`config.mk`:
```
export PLATFORM = sky130hd
export DESIGN_NAME = vga_timing_flat
export DESIGN_NICKNAME = d
export VERILOG_FILES = /design/src/rtl/vga_timing_if.sv /design/src/rtl/vga_timing.sv /design/src/flat_wrapper.sv
export SDC_FILE = /design/constraint.sdc
export NUM_CORES = 1
export LEC_CHECK = 0
export BUFFER_PORTS_ARGS = -buffer_cell sky130_fd_sc_hd__clkbuf_2
export CORE_MARGIN = 3
export CORE_UTILIZATION = 50
export DETAILED_ROUTE_END_ITERATION = 7
export PLACE_DENSITY = 0.73
export SLEW_MARGIN = 40
export SYNTH_ARGS = -nofsm -noshare
export SYNTH_HDL_FRONTEND = slang
export SYNTH_SLANG_ARGS = --single-unit
```
`constraint.sdc`:
```
create_clock -name clk -period 3.1 [get_ports clk]
set_clock_uncertainty 0.05 [all_clocks]
set_input_delay 0.62 -clock clk [delete_from_list [all_inputs] [get_ports clk]]
set_output_delay 0.62 -clock clk [all_outputs]
set_load 0.01 [all_outputs]
```
`src/rtl/vga_timing_if.sv`:
```
// VGA timing bundle: raster position counters plus sync/blank flags.
// The generator drives it through the out (or master) modport; consumers use slave.
interface vga_tim;
  logic [10:0] hcount;
  logic        hsync;
  logic        hblnk;
  logic [10:0] vcount;
  logic        vsync;
  logic        vblnk;

  modport master (output hcount, hsync, hblnk, vcount, vsync, vblnk);
  modport out    (output hcount, hsync, hblnk, vcount, vsync, vblnk);
  modport slave  (input  hcount, hsync, hblnk, vcount, vsync, vblnk);
endinterface

```
`src/rtl/vga_timing.sv`:
```
// VGA raster timing generator: 11-bit h/v counters with registered sync, blank and sof.
// Optional macro VGA_TIMING_FRAME_CNT_EN adds a 16-bit frame counter output.
module vga_timing #(
  parameter int HACTIVE = 800,
  parameter int HFP     = 40,
  parameter int HSW     = 128,
  parameter int HBP     = 88,
  parameter int VACTIVE = 600,
  parameter int VFP     = 1,
  parameter int VSW     = 4,
  parameter int VBP     = 23
) (
  input  logic clk,
  input  logic rst,
  vga_tim.out  out,
  output logic sof
`ifdef VGA_TIMING_FRAME_CNT_EN
  , output logic [15:0] frame_cnt
`endif
);

  localparam int HTOTAL = HACTIVE + HFP + HSW + HBP;
  localparam int VTOTAL = VACTIVE + VFP + VSW + VBP;

  localparam logic [10:0] H_LAST = 11'(HTOTAL - 1);
  localparam logic [10:0] V_LAST = 11'(VTOTAL - 1);

  // Thresholds kept 12 bits wide so a sync window ending exactly at 2048 still compares correctly.
  localparam logic [11:0] H_BLNK_START = 12'(HACTIVE);
  localparam logic [11:0] H_SYNC_START = 12'(HACTIVE + HFP);
  localparam logic [11:0] H_SYNC_END   = 12'(HACTIVE + HFP + HSW);
  localparam logic [11:0] V_BLNK_START = 12'(VACTIVE);
  localparam logic [11:0] V_SYNC_START = 12'(VACTIVE + VFP);
  localparam logic [11:0] V_SYNC_END   = 12'(VACTIVE + VFP + VSW);

  logic [10:0] hcount_q, vcount_q;
  logic        hsync_q, hblnk_q, vsync_q, vblnk_q, sof_q;

  logic [10:0] hcount_d, vcount_d;
  logic        h_wrap, v_last, frame_wrap;
  logic [11:0] h_ext, v_ext;

  always_comb begin
    h_wrap     = (hcount_q == H_LAST);
    v_last     = (vcount_q == V_LAST);
    frame_wrap = h_wrap && v_last;
    hcount_d   = h_wrap ? '0 : hcount_q + 11'd1;
    vcount_d   = vcount_q;
    if (h_wrap) begin
      vcount_d = v_last ? '0 : vcount_q + 11'd1;
    end
    h_ext = {1'b0, hcount_d};
    v_ext = {1'b0, vcount_d};
  end

  // Flags are decoded from the next-state counts so they land in the same cycle as the counts.
  always_ff @(posedge clk) begin
    if (rst) begin
      hcount_q <= '0;
      vcount_q <= '0;
      hsync_q  <= 1'b0;
      hblnk_q  <= 1'b0;
      vsync_q  <= 1'b0;
      vblnk_q  <= 1'b0;
      sof_q    <= 1'b0;
    end else begin
      hcount_q <= hcount_d;
      vcount_q <= vcount_d;
      hblnk_q  <= (h_ext >= H_BLNK_START);
      hsync_q  <= (h_ext >= H_SYNC_START) && (h_ext < H_SYNC_END);
      vblnk_q  <= (v_ext >= V_BLNK_START);
      vsync_q  <= (v_ext >= V_SYNC_START) && (v_ext < V_SYNC_END);
      sof_q    <= frame_wrap;
    end
  end

`ifdef VGA_TIMING_FRAME_CNT_EN
  logic [15:0] frame_cnt_q;

  always_ff @(posedge clk) begin
    if (rst) begin
      frame_cnt_q <= '0;
    end else if (frame_wrap) begin
      frame_cnt_q <= frame_cnt_q + 16'd1;
    end
  end

  assign frame_cnt = frame_cnt_q;
`endif

  assign out.hcount = hcount_q;
  assign out.vcount = vcount_q;
  assign out.hsync  = hsync_q;
  assign out.hblnk  = hblnk_q;
  assign out.vsync  = vsync_q;
  assign out.vblnk  = vblnk_q;
  assign sof        = sof_q;

endmodule

```
`src/flat_wrapper.sv`:
```
// flat-port wrapper written by rule: the top's interface ports become plain ports
module vga_timing_flat 
#(
  parameter int HACTIVE = 800,
  parameter int HFP     = 40,
  parameter int HSW     = 128,
  parameter int HBP     = 88,
  parameter int VACTIVE = 600,
  parameter int VFP     = 1,
  parameter int VSW     = 4,
  parameter int VBP     = 23
)
  (clk, rst, sof, out_hcount, out_hsync, out_hblnk, out_vcount, out_vsync, out_vblnk);
  vga_tim out_i ();
  input  logic clk;
  input  logic rst;
  output logic sof;
  output wire logic [$bits(out_i.hcount)-1:0] out_hcount;
  output wire logic [$bits(out_i.hsync)-1:0] out_hsync;
  output wire logic [$bits(out_i.hblnk)-1:0] out_hblnk;
  output wire logic [$bits(out_i.vcount)-1:0] out_vcount;
  output wire logic [$bits(out_i.vsync)-1:0] out_vsync;
  output wire logic [$bits(out_i.vblnk)-1:0] out_vblnk;
  assign out_hcount = out_i.hcount;
  assign out_hsync = out_i.hsync;
  assign out_hblnk = out_i.hblnk;
  assign out_vcount = out_i.vcount;
  assign out_vsync = out_i.vsync;
  assign out_vblnk = out_i.vblnk;
  vga_timing #(.HACTIVE(HACTIVE), .HFP(HFP), .HSW(HSW), .HBP(HBP), .VACTIVE(VACTIVE), .VFP(VFP), .VSW(VSW), .VBP(VBP)) u_core (.clk(clk), .rst(rst), .out(out_i), .sof(sof));
endmodule
```
==> metrics.yaml, run 1 <==
nets: 211
post-route-min-period_ps: 2518
die_w_um: 61.16
timing.fmax_ghz: 0.3971
h-tree-depth: 1
synth_xor_xnor_area_share: 0.09211
clkTransAtPathRegs_ps: 150
finalHoldViolCount: 0
via_count: 1443
setup_tns_ps: 0
min_delay_path_depth: 1
cts_tree: "yes"
antenna_cells: 0
r2r.worst_path.cells: 7
drv_cap: 0
netlist_instances: 184
ys.flop_type: "dfxtp_1"
status: "complete, no violations"
synth.most_common_cell: "dfxtp_1"
grt_pass1_wl_um: 5671
boundaryPins: 29
syn_nets: 188
period_share: 0.8124
cts_buffers: 3
ys_ff_latch: 27
port-buffer-count: 28
ys_types: 47
critical_path_class: "reg2reg"
fp.dieArea_mm2: 0.003741
arrival_ps: 2750
synth_top_area_frac: 0.3553
grt_pass1_vias: 1281
slew_viol_final: 0
wire_per_inst_um: 14.21
yosys.area_share.simple: 0.3627
postCtsSetupRepairBufs: 0
min_path_type: "reg2reg"
grt-ovfl-total: 0
core.rowCount: 19
dp_hpwl_um: 2539
yosysSeqAreaShare: 0.3553
p_leak_nw: 0.6318
synth_area_leaders: "dfxtp_1, nor2_1, xnor2_1"
critPathLaunchType: "register"
ant_nets: 0
die_y_um: 61.16
fin_cells: 237
syn2layout_area_growth_pct: 11.02
cts.path.max_buffers: 2
cp_max_fo: 19
initial_core_util: 0.5378
place.gp.congestion: 0.8636
rsz0062_at_grt: "false"
cts-root-buf: "clkbuf_4"
postCtsHoldBufs: 0
ctsResizeCount: 0
clock_sinks: 27
drt-total-wl_um: 3368
required_ps: 3330
netlist_area_mm2: 0.001521
peakVddDrop_mv: 0.1737
synth_area_leader_cell: "dfxtp_1"
hold_ws_ps: 491.4
drive_gt1_frac: 0.2087
dr.pass1.iters: 4
utilization: 0.5971
grt_max_degree: 24
end_kind: "register"
dpl.cell_count: 233
synth_top_family_by_area: "simple AND/OR/NAND/NOR gates"
clk_latency_ps: 320
powerDensity_mw_per_mm2: 316.1
async_reset_ff_frac: 0
antenna_found_initial: 0
synth_compound_area_frac: 0.1365
relSlewSlack: 0.5637
synth-edff-count: 0
via_per_inst: 6.089
grt_usage: 0.1990
finalSetupViolCount: 0
coreArea_mm2: 0.002829
drt_iter0_markers: 74
synthTopCellsByCount: "dfxtp_1, nor2_1, nand2_1"
worst_pin_slew_ps: 650.9
synth.area.mux_share: 0
avgSynthCellArea_um2: 8.269
synthAdderAreaFrac: 0.01645
drc: 0
synth_warnings: 0
registers in the layout, indices dropped and copies added, names as in the netlist:
signal,cells
u_core.out.hblnk,1
u_core.out.hcount,11
u_core.out.hsync,1
u_core.out.vblnk,1
u_core.out.vcount,11
u_core.out.vsync,1
u_core.sof,1
per-layer routing:
metal  routed length, um  track usage
met4                  71      0.09907
met3                 126      0.02725
met1                1407       0.2382
met2                1764       0.3459
met5                   0            0
logic make-up (layout without fill, tap and decap cells):
kind of cell	after synthesis	in the layout
xor gates and xnor gates	16	16
adders and majority gates	2	2
DFF	27	27
AOI/OAI and AO/OA	30	30
and+or+nand+nor	95	95
buffers and inverters	14	36
stage by stage:
| step | total power [mW] | instance area [um2] | setup slack (ps) |
|---|---|---|---|
| after floorplan | 0.3789 | 1521 | 821.1 |
| after global placement | 0.3878 | 1659 | 682.2 |
| after detailed placement | 0.3883 | 1659 | 621.4 |
| after CTS | 0.5419 | 1689 | 598.9 |
| after global routing | 0.5597 | 1689 | 337.8 |
| final | 0.5339 | 1689 | 581.6 |
final cells by class:
class	count	area, um2
clock buffer	3	22.52
clock inverter	1	7.507
sequential	27	540.5
multi-input combinational	143	924.6
timing repair buffer	28	140.1
tap	31	38.79
fill	273	1140
inverter	4	15.01
worst paths after layout:
check | from | to | slack, ps
hold reg to reg | u_core.out.hcount[0] | u_core.out.hcount[0] | 490
setup / recovery | u_core.out.hcount[0] | u_core.out.vsync | 580
hold / removal | u_core.out.hcount[0] | u_core.out.hcount[0] | 490
setup reg to reg | u_core.out.hcount[0] | u_core.out.vsync | 580
where the power goes:
group	switching, mW	leakage (nW)	internal (mW)	total [mW]
combinational	0.0139	0.400	0.00857	0.0225
clock	0.104	0.0139	0.0493	0.153
sequential	0.00639	0.218	0.352	0.358
cell usage in the layout (no fill, tap or decap), drive strengths merged, types with 3 or more instances in the layout:
cell type,count
a21oi,7
a22oi,3
and2,3
and3,5
clkbuf,31
dfxtp,27
inv,4
nand2,14
nand3,10
nand4,4
nor2,24
nor3,12
nor4,4
nor4b,5
o21ai,6
xnor2,10
xor2,6
critical path, stage by stage, from the launching register on:
cell	delay, ps
dfxtp_1	420
ha_1	250
and4_1	300
nand3_2	320
or3_1	490
a211oi_2	260
nor3b_2	190
and4bb_1	190
Note: power is estimated with default switching activity, not from simulation.
==> run 2: changes to the inputs <==
--- a/config.mk
+++ b/config.mk
@@ -7,9 +7,9 @@
 export LEC_CHECK = 0
 export BUFFER_PORTS_ARGS = -buffer_cell sky130_fd_sc_hd__clkbuf_2
 export CORE_MARGIN = 3
-export CORE_UTILIZATION = 50
+export CORE_UTILIZATION = 49
 export DETAILED_ROUTE_END_ITERATION = 7
-export PLACE_DENSITY = 0.73
+export PLACE_DENSITY = 0.75
 export SLEW_MARGIN = 40
 export SYNTH_ARGS = -nofsm -noshare
 export SYNTH_HDL_FRONTEND = slang
==> constraint.sdc (replaced) <==
create_clock -name clk -period 2.31 [get_ports clk]
set_clock_uncertainty 0.05 [all_clocks]
set_input_delay 0.462 -clock clk [delete_from_list [all_inputs] [get_ports clk]]
set_output_delay 0.462 -clock clk [all_outputs]
set_load 0.01 [all_outputs]
==> run 2 against run 1 <==
Combinational power increased by 76%. Sequential share of layout area decreased by 2.7 points. Sequential cell count is the same. Die area grew 1.8%. Global-route usage is 1.5 points higher. Maximum frequency is 13% higher. Largest cell class unchanged.
==> metrics.yaml, run 2 (synthesis results as in run 1) <==
grt_pass1_vias: 1364  # +6.5%
switching_power_mw: 0.1719  # +38%
drc: 0  # unchanged
cts_tree: "yes"
ant_nets: 0  # unchanged
critical-path-slowest-cell: "nor4b_2"
arrival_ps: 2410  # -340 ps
finalSetupViolCount: 0  # unchanged
syn2layout_area_growth_pct: 21.88
clk_latency_ps: 330  # about the same
powerDensity_mw_per_mm2: 392.8  # +24%
grt_pass1_wl_um: 6182  # +9.0%
antenna_cells: 0  # unchanged
coreArea_mm2: 0.002853  # +0.84%
critical_path_class: "reg2reg"
nets: 230  # +9.0%
swShare: 0.2360  # +0.003049
drt-total-wl_um: 3844  # +14%
grt-ovfl-total: 0  # unchanged
setup_ws_ps: 90.37  # -491.2 ps
via_count: 1511  # +4.7%
period_share: 0.9609  # +0.1485
critPathLaunchType: "register"
final_common_cell: "clkbuf_2"
status: "complete, no violations"
die_y_um: 61.72  # +0.92%
cts_buffers: 3  # unchanged
seqPwrFrac: 0.658  # -0.013
p_clk_frac: 0.287  # about the same
final_cell_mix: "clkbuf_2, dfxtp_1, nor2_1"
drv_cap: 0  # unchanged
grt_usage: 0.2144  # +0.01544
slew_viol_final: 0  # unchanged
drt_iter0_markers: 88  # +19%
postCtsHoldBufs: 0  # unchanged
initial_core_util: 0.5333  # -0.004482
dr.pass1.iters: 4  # unchanged
place.gp.congestion: 0.9981  # +16%
cts.path.max_buffers: 2  # unchanged
worst_pin_slew_ps: 579.1  # -71.73 ps
clkTransAtPathRegs_ps: 150  # about the same
dpl.cell_count: 250  # +7.3%
peakVddDrop_mv: 0.3339  # +92%
hold_ws_ps: 416.3  # -75.09 ps
post-route-min-period_ps: 2220  # -298.8 ps
end_kind: "register"
intPower_mw: 0.5564  # +36%
die_w_um: 61.72  # +0.92%
antenna_found_initial: 0  # unchanged
boundaryPins: 29  # unchanged
core.rowCount: 19  # unchanged
wire_per_inst_um: 15.02  # +5.7%
drive_gt1_frac: 0.2978  # +0.08904
port-buffer-count: 28  # unchanged
cts-root-buf: "clkbuf_4"
grt_max_degree: 15  # -38%
path_buf_inv: 0  # unchanged
min_path_type: "in2reg"
fin_cells: 256  # +8.0%
pre_cts_slack_ps: 59.36  # -562.1 ps
clock_sinks: 27  # unchanged
h-tree-depth: 1  # unchanged
slowest_delay_ps: 460  # -30 ps
fp.dieArea_mm2: 0.003809  # +1.8%
path_cells: "nor4b_2, nand3_4, or3_1, a211oi_2, nor3_1, o32ai_1"
path_delay_family: "simple AND/OR/NAND/NOR gates"
dp_hpwl_um: 2876  # +13%
via_per_inst: 5.902  # -3.1%
cp_max_fo: 9  # -10
timing.fmax_ghz: 0.4505  # +13%
finalHoldViolCount: 0  # unchanged
p_leak_nw: 0.7301  # +16%
power_frac_comb: 0.055  # +0.013
setup_tns_ps: 0  # unchanged
required_ps: 2500  # -830 ps
relSlewSlack: 0.6089  # +0.04513
[run 2: layout make-up]
class,instances,area [um2]
repair buffers,47,282.8
inverters,4,15.01
multi-input cells,143,948.4
clock buffers,4,26.28
well taps,31,38.79
fillers,235,998.5
flip-flops and latches,27,543.0
[run 2: timing repair]
action	in CTS	in global routing
resized for setup	0	7
hold endpoints to repair	0	0
endpoints found under the setup margin	0	3
buffers inserted	0	2
[run 2: per-stage QoR]
step | util | cell area (um2) | power, mW
floorplan | - | 1521 | 0.5085
global placement | 0.6263 | 1787 | 0.5267
detailed placement | 0.6263 | 1787 | 0.5274
CTS | 0.6355 | 1813 | 0.7302
global route | 0.6500 | 1854 | 0.7631
finish | 0.6500 | 1854 | 0.7283
[run 2: final timing paths]
kind	slack, ps	from	endpoint	depth (start not counted)
worst min-delay path	420	rst	u_core.out.vcount[2]	2
worst max register to register	90	u_core.out.hcount[8]	u_core.out.vblnk	6
worst max-delay path	90	u_core.out.hcount[8]	u_core.out.vblnk	6
worst min register to register	420	u_core.out.hcount[0]	u_core.out.hcount[0]	1
[run 2: power by group through the flow]
stage          Combinational [mW]  Clock, mW  Sequential, mW
2_1_floorplan              0.0165          0           0.492
3_3_place_gp               0.0393          0           0.487
3_5_place_dp               0.0387          0           0.489
4_1_cts                    0.0391      0.212           0.479
5_1_grt                    0.0431      0.239           0.481
6_report                   0.0397      0.209           0.480
[run 2: per-layer routing]
metal  part of all wire  routed length (um)  track usage  vias up
met4             0.0094                  36      0.06970        0
met5                  0                   0            0        -
met3              0.063                 244      0.03719        6
li1                   -                   -            -      753
met1               0.46                1766       0.3001      693
met2               0.47                1795       0.3348       59
